**src/rtl/uart_rx.sv**
```systemverilog
// 8N1 UART receiver: 2-flop synchronized input, mid-bit sampling, level-style
// valid / framing-error flags that hold until the next accepted start edge.
module uart_rx #(
  parameter int CLK_FREQ_HZ = 50000000,
  parameter int BAUD_RATE   = 9600
) (
  input  logic       clk,
  input  logic       rst,
  input  logic       rx_serial,
  output logic [7:0] rx_data,
  output logic       rx_data_valid,
  output logic       framing_error
);

  localparam int CLKS_PER_BIT = CLK_FREQ_HZ / BAUD_RATE;
  localparam int HALF_BIT     = CLKS_PER_BIT / 2;
  localparam int CNT_W        = (CLKS_PER_BIT > 2) ? $clog2(CLKS_PER_BIT) : 1;

  typedef enum logic [1:0] {IDLE, START, DATA, STOP} state_t;

  state_t             state, state_n;
  logic [1:0]         sync_q;
  logic               rx_prev;
  logic               rx_s;
  logic               fall;
  logic [CNT_W-1:0]   cnt;
  logic [2:0]         bit_idx;
  logic [7:0]         shreg;
  logic               half_done;
  logic               full_done;

  assign rx_s      = sync_q[1];
  assign fall      = rx_prev & ~rx_s;
  assign half_done = (cnt == CNT_W'(HALF_BIT - 1));
  assign full_done = (cnt == CNT_W'(CLKS_PER_BIT - 1));

  always_ff @(posedge clk or posedge rst) begin
    if (rst) begin
      sync_q  <= 2'b11;
      rx_prev <= 1'b1;
    end else begin
      sync_q  <= {sync_q[0], rx_serial};
      rx_prev <= rx_s;
    end
  end

  always_ff @(posedge clk or posedge rst) begin
    if (rst) state <= IDLE;
    else     state <= state_n;
  end

  always_comb begin
    state_n = state;
    case (state)
      IDLE:  if (fall) state_n = START;
      // a line that is high again at mid start bit was only a glitch
      START: if (half_done) state_n = rx_s ? IDLE : DATA;
      DATA:  if (full_done && bit_idx == 3'd7) state_n = STOP;
      STOP:  if (full_done) state_n = IDLE;
      default: state_n = IDLE;
    endcase
  end

  always_ff @(posedge clk or posedge rst) begin
    if (rst) begin
      cnt           <= '0;
      bit_idx       <= '0;
      shreg         <= '0;
      rx_data       <= '0;
      rx_data_valid <= 1'b0;
      framing_error <= 1'b0;
    end else begin
      case (state)
        IDLE: begin
          cnt <= '0;
          if (fall) begin
            rx_data_valid <= 1'b0;
            framing_error <= 1'b0;
          end
        end
        START: begin
          if (half_done) begin
            cnt     <= '0;
            bit_idx <= '0;
          end else begin
            cnt <= cnt + CNT_W'(1);
          end
        end
        DATA: begin
          if (full_done) begin
            cnt            <= '0;
            shreg[bit_idx] <= rx_s;
            bit_idx        <= bit_idx + 3'd1;
          end else begin
            cnt <= cnt + CNT_W'(1);
          end
        end
        STOP: begin
          if (full_done) begin
            cnt           <= '0;
            rx_data       <= shreg;
            rx_data_valid <= rx_s;
            framing_error <= ~rx_s;
          end else begin
            cnt <= cnt + CNT_W'(1);
          end
        end
        default: cnt <= '0;
      endcase
    end
  end

endmodule

```
**config.mk**
```make
export PLATFORM = sky130hd
export DESIGN_NAME = uart_rx
export DESIGN_NICKNAME = d
export VERILOG_FILES = /design/src/rtl/uart_rx.sv
export SDC_FILE = /design/constraint.sdc
export NUM_CORES = 1
export LEC_CHECK = 0
export CAP_MARGIN = 0
export CORE_MARGIN = 8
export CORE_UTILIZATION = 55
export DETAILED_ROUTE_END_ITERATION = 7
export GPL_TIMING_DRIVEN = 0
export PLACE_DENSITY_LB_ADDON = 0.05
export SYNTH_ARGS = -nofsm -noshare
export SYNTH_HDL_FRONTEND = slang
export SYNTH_SLANG_ARGS = --single-unit
export TNS_END_PERCENT = 30
```
**constraint.sdc**
```tcl
create_clock -name clk -period 2.7 [get_ports clk]
set_clock_uncertainty 0.05 [all_clocks]
set_input_delay 0.405 -clock clk [delete_from_list [all_inputs] [get_ports clk]]
set_output_delay 0.405 -clock clk [all_outputs]
set_load 0.005 [all_outputs]
```
==> out/metrics.csv, run 1 <==
metric,value,unit
status,"finished, final reports clean",
Fin Setup TNS,0,ns
Critical Path Source Type,flop,
synthesis-to-finish area growth,12.3,%
total congestion overflow,0,
post-CTS setup buffer count,0,
vias in the first global route,1337,
RSZ-0062 raised after global routing,false,
post_cts resized,0,
syn nets,169,
crit path buf inv count,1,
Pleak,0.000933,uW
Synth Area per Inst,11.8,um2
Clock Sinks,39,
Skew-Pair Late Insertion Delay,0.35,ns
Die H,75.0,um
Post-synth EDFFs,0,
design area,0.00215,mm2
distinct cell type count after synthesis,45,
Fmax achieved,464,MHz
FP Rows,21,
ANT cells,0,
Peak VDD IR,0.420,mV
P per Cell Area,546,mW/mm2
"commonest non-fill, non-tap cell in the layout",dfrtp_1,
total CTS buffers,5,
die width,75.0,um
"Req. time, crit path",2.89,ns
DR vias/cell,5.71,
Syn Std Cell Area,0.00192,mm2
most common flop cell mapped by yosys,dfrtp_1,
Yosys reg bits,39,
max cap viols,0,
part of the cycle the worst path needs,79.8,%
first-pass GRT wire length,6.27,mm
GP Congestion,0.820,
Port-buffer cells,12,
antenna violations before repair,0,
DP Wirelength,2.53,mm
nets,188,
Worst Setup End Kind,flop,
Post-Route WL,3.58,mm
top cell type's share of synthesized area,47.0,%
Clk Tree Root Cell,clkbuf_4,
Longest Clk Path Bufs,2,
Synth Warn #,0,
crit-path max FO,10,
hold slack final,0.335,ns
slew at the pin closest to its max-slew limit,0.769,ns
worst min-delay path class,reg -> reg,
Design Power,1170,uW
# DRC,0,
layout cells sized above 1,23.5,%
TritonCTS clock tree,built,
GRT Overall Usage,14.9,%
Post-Syn Instances,163,
core area,0.00334,mm2
Tmin final,2.15,ns
H-Tree Depth,2,
DR WL/cell,15.6,um
routed via count,1307,
Fin. Hold Viols,0,
Slew Limit Headroom,48.7,%
drt pass-1 iters,4,
sequential element share of the synthesized area,51.1,%
initial core utilization,57.4,%
DR iter-0 viols,69,
setup violators final,0,
critical path's slowest cell,dfrtp_1,
crit-path cells,ha_1 > nor3b_4 > nand4_1 > a21oi_1 > buf_2 > nor2_1,
"Largest delay share family, worst path",simple AND/OR/NAND/NOR gates,
ranking of synthesized cells by area,"dfrtp_1 47%, mux2_2 9.4%, dfstp_2 4.1%",
"commonest cells after routing, fill and taps aside","36 x dfrtp_1, 16 x mux2_2, 14 x nor2_1, 12 x clkdlybuf4s50_1",
post-detailed-route count of antenna-violating nets,0,
CP Data Arrival Time,2.34,ns
Die Area,0.00563,mm2
placed cell area,0.00209,mm2
"Reg clk slew, reported paths",0.13,ns
pin count of the biggest net entering global routing,40,
Async SR Flop Fraction,100,%
Post-CTS Hold Fix Bufs,0,
critical path class,reg -> reg,
I/O Pins,13,
max incr delay on CP,0.44,ns
"Slew Viols, Final",0,
post-synth top area cell,dfrtp_1,
## kinds of logic (layout without fill, tap and decap cells)
group	count (synthesis)	count (layout)	synth area share, %
DFF	39	39	51.1
xor gates and xnor gates	12	12	5.49
AOI/OAI and AO/OA	11	11	4.38
buffers and inverters	14	34	4.70
adders and majority gates	3	3	1.96
muxes	16	16	9.41
and+or+nand+nor	68	68	22.9
## cell type report
cell class | count | area [um2]
inverter | 7 | 26.3
sequential | 39 | 980
fill | 290 | 1190
buffer | 7 | 63.8
timing repair buffer | 12 | 120
multi-input combinational | 110 | 846
tap | 46 | 57.6
clock inverter | 3 | 20.0
clock buffer | 5 | 37.5
## worst register-to-register path, cell delays in order (launching register included)
cell	delay, ns
dfrtp_1	0.44
ha_1	0.29
nor3b_4	0.33
nand4_1	0.20
a21oi_1	0.37
buf_2	0.29
nor2_1	0.08
## stage by stage
step	utilization, %	setup WS, ns	std cells
2_1_floorplan	-	0.817	163
3_3_place_gp	62.7	0.587	221
3_5_place_dp	62.7	0.564	221
4_1_cts	64.5	0.543	229
5_1_grt	64.5	0.367	229
6_report	64.5	0.546	229
## final timing paths
| kind | startpoint | end | slack, ns | depth (start not counted) |
|---|---|---|---|---|
| setup / recovery | cnt[0] | cnt[9] | 0.55 | 6 |
| hold / removal | sync_q[0] | sync_q[1] | 0.34 | 0 |
| setup reg to reg | cnt[0] | cnt[9] | 0.55 | 6 |
| hold reg to reg | sync_q[0] | sync_q[1] | 0.34 | 0 |
| max in group asynchronous | rst | rx_data_valid | 1.65 | 2 |
| min in group asynchronous | rst | cnt[8] | 0.46 | 2 |
## cells in the mapped netlist (all sizes together) (5+ instances only)
master	count
nand2	5
inv	7
nor4	6
nor3	7
mux2	16
nand3	9
nand4	5
xnor2	8
dfrtp	36
nor2	14
## sequential cells by signal, indices dropped and copies added, names as in the netlist, named ones only
signal         cells
bit_idx            3
shreg              8
framing_error      1
state              1
rx_data            8
rx_data_valid      1
sync_q             2
rx_prev            1
cnt               13
## layer usage
layer,vias to the layer above,share of wire (%),track usage [%]
li1,623,-,-
met1,654,48,19.3
met2,24,47,22.6
met3,6,4.1,4.79
met4,0,1.4,5.22
met5,-,0,0
## power breakdown
part	switching, uW	leakage (uW)	internal (uW)
Sequential	46.5	0.000524	625
Combinational	112	0.000382	92.3
Clock	198	0.0000272	99.4
(Power assumes the default switching activity.)
==> run 2: changes to the inputs <==
==> constraint.sdc (replaced) <==
create_clock -name clk -period 2.2 [get_ports clk]
set_clock_uncertainty 0.05 [all_clocks]
set_input_delay 0.33 -clock clk [delete_from_list [all_inputs] [get_ports clk]]
set_output_delay 0.33 -clock clk [all_outputs]
set_load 0.005 [all_outputs]
==> out/metrics.csv, run 2 (same netlist as run 1, synthesis figures left out) <==
metric,value,unit
status,"finished, final reports clean",
DP Wirelength,2.53,mm
"Reg clk slew, reported paths",0.13,ns
ANT cells,0,
DR WL/cell,15.7,um
vias in the first global route,1337,
max incr delay on CP,0.44,ns
Die H,75.0,um
number of flip-flops in the largest register,13,
Clk Tree Root Cell,clkbuf_4,
"Req. time, crit path",2.39,ns
Clock Sinks,39,
DR iter-0 viols,59,
DP Cell Count,221,
Pleak,0.000931,uW
Skew-Pair Late Insertion Delay,0.35,ns
flop-to-flop setup slack,0.15,ns
CP Data Arrival Time,2.24,ns
antenna violations before repair,0,
total congestion overflow,0,
DR vias/cell,5.63,
worst min-delay path class,in -> reg,
critical path's slowest cell,dfrtp_1,
TritonCTS clock tree,built,
nets,188,
reg2reg path depth,6,
Hold Path Stages,1,
Die Area,0.00563,mm2
RSZ-0062 raised after global routing,false,
P per Cell Area,669,mW/mm2
"commonest cells after routing, fill and taps aside","36 x dfrtp_1, 16 x mux2_2, 14 x nor2_1, 12 x clkdlybuf4s50_1",
total CTS buffers,5,
r2r startpoint,cnt[0],
H-Tree Depth,2,
die width,75.0,um
routed via count,1290,
crit-path cells,ha_2 > nor3b_4 > nand4_4 > buf_6 > nor3_2 > mux2_2,
"commonest non-fill, non-tap cell in the layout",dfrtp_1,
crit-path max FO,10,
critical path class,reg -> reg,
hold slack final,0.312,ns
Fmax achieved,488,MHz
core area,0.00334,mm2
drt pass-1 iters,7,
part of the cycle the worst path needs,93.2,%
setup violators final,0,
initial core utilization,57.4,%
# fillers,286,
post-detailed-route count of antenna-violating nets,0,
Peak VDD IR,0.514,mV
Worst Setup End Kind,flop,
Tmin final,2.05,ns
GRT Overall Usage,14.9,%
Post-Route WL,3.59,mm
layout cells sized above 1,25.1,%
max cap viols,0,
GP Congestion,0.820,
min-delay src,rx_serial,
"Largest delay share family, worst path",simple AND/OR/NAND/NOR gates,
fin util,64.8,%
Biggest register,cnt,
Fin. Hold Viols,0,
crit path buf inv count,1,
largest registers,"cnt (13), rx_data (8), shreg (8)",
slew at the pin closest to its max-slew limit,0.765,ns
I/O Pins,13,
Fin Setup TNS,0,ns
# DRC,0,
final std cells w/o fill,229,
pin count of the biggest net entering global routing,40,
FP Rows,21,
"Slew Viols, Final",0,
first-pass GRT wire length,6.27,mm
Port-buffer cells,12,
Longest Clk Path Bufs,2,
Critical Path Source Type,flop,
Hold Path End,sync_q[0],
RR Endpoint,shreg[0],
synthesis-to-finish area growth,12.9,%
Slew Limit Headroom,48.9,%
## run 2: cell types whose count changed in the layout (fill, tap and decap cells not counted)
| cell | previous run | this run |
|---|---|---|
| a21oi_1 | 1 | 0 |
| a21oi_2 | 0 | 1 |
| ha_1 | 3 | 2 |
| ha_2 | 0 | 1 |
| nor4_1 | 6 | 5 |
| nor4_2 | 0 | 1 |
## run 2: repair_timing
item | CTS | global route
hold buffers | 0 | 0
endpoints found under the setup margin | 0 | 12
gates resized for setup | 0 | 3
buffers inserted | 0 | 0
## run 2: power breakdown
part	internal (uW)	switching [uW]	leakage (uW)
Clock	122	246	0.0000272
Combinational	117	138	0.000380
Sequential	767	56.9	0.000524
Total	1010	441	0.000931
## run 2: final cells by class
| cell class | count | area (um2) | area share, % |
|---|---|---|---|
| tap | 46 | 57.6 | 2.66 |
| clock inverter | 3 | 20.0 | 0.925 |
| inverter | 7 | 26.3 | 1.21 |
| timing repair buffer | 12 | 120 | 5.55 |
| sequential | 39 | 980 | 45.3 |
| buffer | 7 | 63.8 | 2.95 |
| clock buffer | 5 | 37.5 | 1.74 |
| multi-input combinational | 110 | 858 | 39.7 |
## run 2: worst max path at each step
stage	from	end	slack [ns]	cells after the start
2_1_floorplan	cnt[0]	shreg[0]	0.32	6
3_3_place_gp	cnt[0]	cnt[2]	0.1	6
3_5_place_dp	cnt[0]	cnt[8]	0.06	6
4_1_cts	cnt[0]	cnt[8]	0.04	6
5_1_grt	cnt[0]	cnt[4]	0.03	6
6_report	cnt[0]	shreg[0]	0.15	6
## run 2: per-layer routing
layer	vias to the layer above	track usage (%)	share of wire [%]
met3	4	4.79	3.5
li1	623	-	-
met4	0	5.22	0.86
met2	27	22.6	49
met5	-	0	0
met1	636	19.3	47
## run 2: through the flow
| stage | total power [uW] | instance area, um2 | worst slack (ns) |
|---|---|---|---|
| 2_1_floorplan | 1030 | 1920 | 0.317 |
| 3_3_place_gp | 1080 | 2090 | 0.0990 |
| 3_5_place_dp | 1090 | 2090 | 0.0645 |
| 4_1_cts | 1460 | 2150 | 0.0433 |
| 5_1_grt | 1530 | 2160 | 0.0318 |
| 6_report | 1450 | 2160 | 0.149 |
==> run 3: changes to the inputs <==
--- a/config.mk
+++ b/config.mk
@@ -10,7 +10,7 @@
 export CORE_UTILIZATION = 55
 export DETAILED_ROUTE_END_ITERATION = 7
 export GPL_TIMING_DRIVEN = 0
-export PLACE_DENSITY_LB_ADDON = 0.05
+export PLACE_DENSITY_LB_ADDON = 0.15
 export SYNTH_ARGS = -nofsm -noshare
 export SYNTH_HDL_FRONTEND = slang
 export SYNTH_SLANG_ARGS = --single-unit
==> out/metrics.csv, run 3 (same netlist as run 1, synthesis figures left out) <==
metric,value,unit
status,"finished, final reports clean",
Post-CTS Hold Fix Bufs,0,
Die H,75.0,um
Worst Setup End Kind,flop,
flop-to-flop setup slack,0.13,ns
P per Cell Area,684,mW/mm2
die width,75.0,um
Pleak,0.000943,uW
Clock Sinks,39,
min-delay src,sync_q[0],
largest registers,"cnt (13), rx_data (8), shreg (8)",
worst slack at placement,0.0455,ns
Port-buffer cells,12,
# fillers,286,
part of the cycle the worst path needs,94.1,%
placed cell area,0.00209,mm2
I/O Pins,13,
Fmax achieved,483,MHz
Slew Limit Headroom,48.2,%
TritonCTS clock tree,built,
RR Endpoint,shreg[0],
DR vias/cell,5.60,
Fin. Hold Viols,0,
total CTS buffers,5,
drt pass-1 iters,4,
DR WL/cell,14.6,um
Hold Path Stages,0,
max cap viols,0,
FP Rows,21,
crit path buf inv count,1,
r2r startpoint,cnt[0],
first-pass GRT wire length,6.05,mm
worst min-delay path class,reg -> reg,
"commonest cells after routing, fill and taps aside","36 x dfrtp_1, 16 x mux2_2, 14 x nor2_1, 12 x clkdlybuf4s50_1",
Critical Path Source Type,flop,
number of flip-flops in the largest register,13,
total congestion overflow,0,
"Req. time, crit path",2.38,ns
setup violators final,0,
H-Tree Depth,2,
ANT cells,0,
layout cells sized above 1,25.1,%
Hold Path End,sync_q[1],
design area,0.00218,mm2
Clk Tree Root Cell,clkbuf_4,
vias in the first global route,1323,
# DRC,0,
slew at the pin closest to its max-slew limit,0.775,ns
pin count of the biggest net entering global routing,40,
DR iter-0 viols,49,
Biggest register,cnt,
DP Wirelength,2.31,mm
RSZ-0062 raised after global routing,false,
post-detailed-route count of antenna-violating nets,0,
"Reg clk slew, reported paths",0.11,ns
crit-path cells,ha_2 > nor3b_4 > nand4_4 > buf_6 > nor3_2 > mux2_2,
"Largest delay share family, worst path",simple AND/OR/NAND/NOR gates,
GP Congestion,0.890,
Longest Clk Path Bufs,2,
Die Area,0.00563,mm2
reg2reg path depth,6,
Post-Route WL,3.34,mm
final worst slack,0.131,ns
routed via count,1282,
CP Data Arrival Time,2.25,ns
initial core utilization,57.4,%
core area,0.00334,mm2
max incr delay on CP,0.43,ns
"Slew Viols, Final",0,
nets,188,
Skew-Pair Late Insertion Delay,0.34,ns
antenna violations before repair,0,
Peak VDD IR,0.506,mV
Tmin final,2.07,ns
crit-path max FO,10,
"commonest non-fill, non-tap cell in the layout",dfrtp_1,
GRT Overall Usage,14.3,%
synthesis-to-finish area growth,13.8,%
critical path's slowest cell,dfrtp_1,
critical path class,reg -> reg,
Fin Setup TNS,0,ns
[run 3: cell types whose count changed in the layout (fill, tap and decap cells not counted)]
cell / before / now
clkinv_2: 1 / 0
clkbuf_8: 2 / 4
nor4_1: 5 / 4
clkbuf_1: 1 / 2
nor4_2: 1 / 2
clkinvlp_4: 2 / 0
[run 3: per-stage QoR]
| stage | utilization [%] | total power [uW] | cells | hold slack (ns) |
|---|---|---|---|---|
| after detailed placement | 62.7 | 1090 | 221 | 0.301 |
| after global placement | 62.7 | 1080 | 221 | 0.296 |
| final | 65.4 | 1490 | 229 | 0.315 |
| after floorplan | - | 1030 | 163 | 0.284 |
| after global routing | 65.4 | 1580 | 229 | 0.310 |
| after CTS | 64.8 | 1500 | 229 | 0.314 |
[run 3: worst max path at each step]
stage | from | end | cells past startpoint
5_1_grt | cnt[0] | shreg[5] | 5
3_3_place_gp | cnt[0] | shreg[7] | 5
4_1_cts | cnt[0] | cnt[3] | 6
6_report | cnt[0] | shreg[0] | 6
3_5_place_dp | cnt[0] | cnt[3] | 6
2_1_floorplan | cnt[0] | shreg[0] | 6
[run 3: metal layers]
layer	wire length [um]	part of all wire [%]	GRT usage, %
met1	1630	49	18.9
met2	1470	44	20.5
met3	182	5.4	4.93
met4	62	1.9	6.52
met5	0	0	0
[run 3: cell type report]
class	instances	area [um2]	share of cell area, %
Sequential cell	39	980	44.9
Multi-Input combinational cell	110	865	39.6
Timing Repair Buffer	12	120	5.51
Clock buffer	8	68.8	3.16
Buffer	7	63.8	2.93
Tap cell	46	57.6	2.64
Inverter	7	26.3	1.20
[run 3: power by group]
| group | switching (uW) | internal [uW] | total (uW) |
|---|---|---|---|
| logic | 142 | 117 | 259 |
| clock network | 224 | 188 | 412 |
| registers | 54.2 | 767 | 821 |
[run 3: what timing repair did]
action,4_1_cts,5_1_grt
setup buffers,0,0
resized for setup,0,4
setup endpoints to repair,0,16
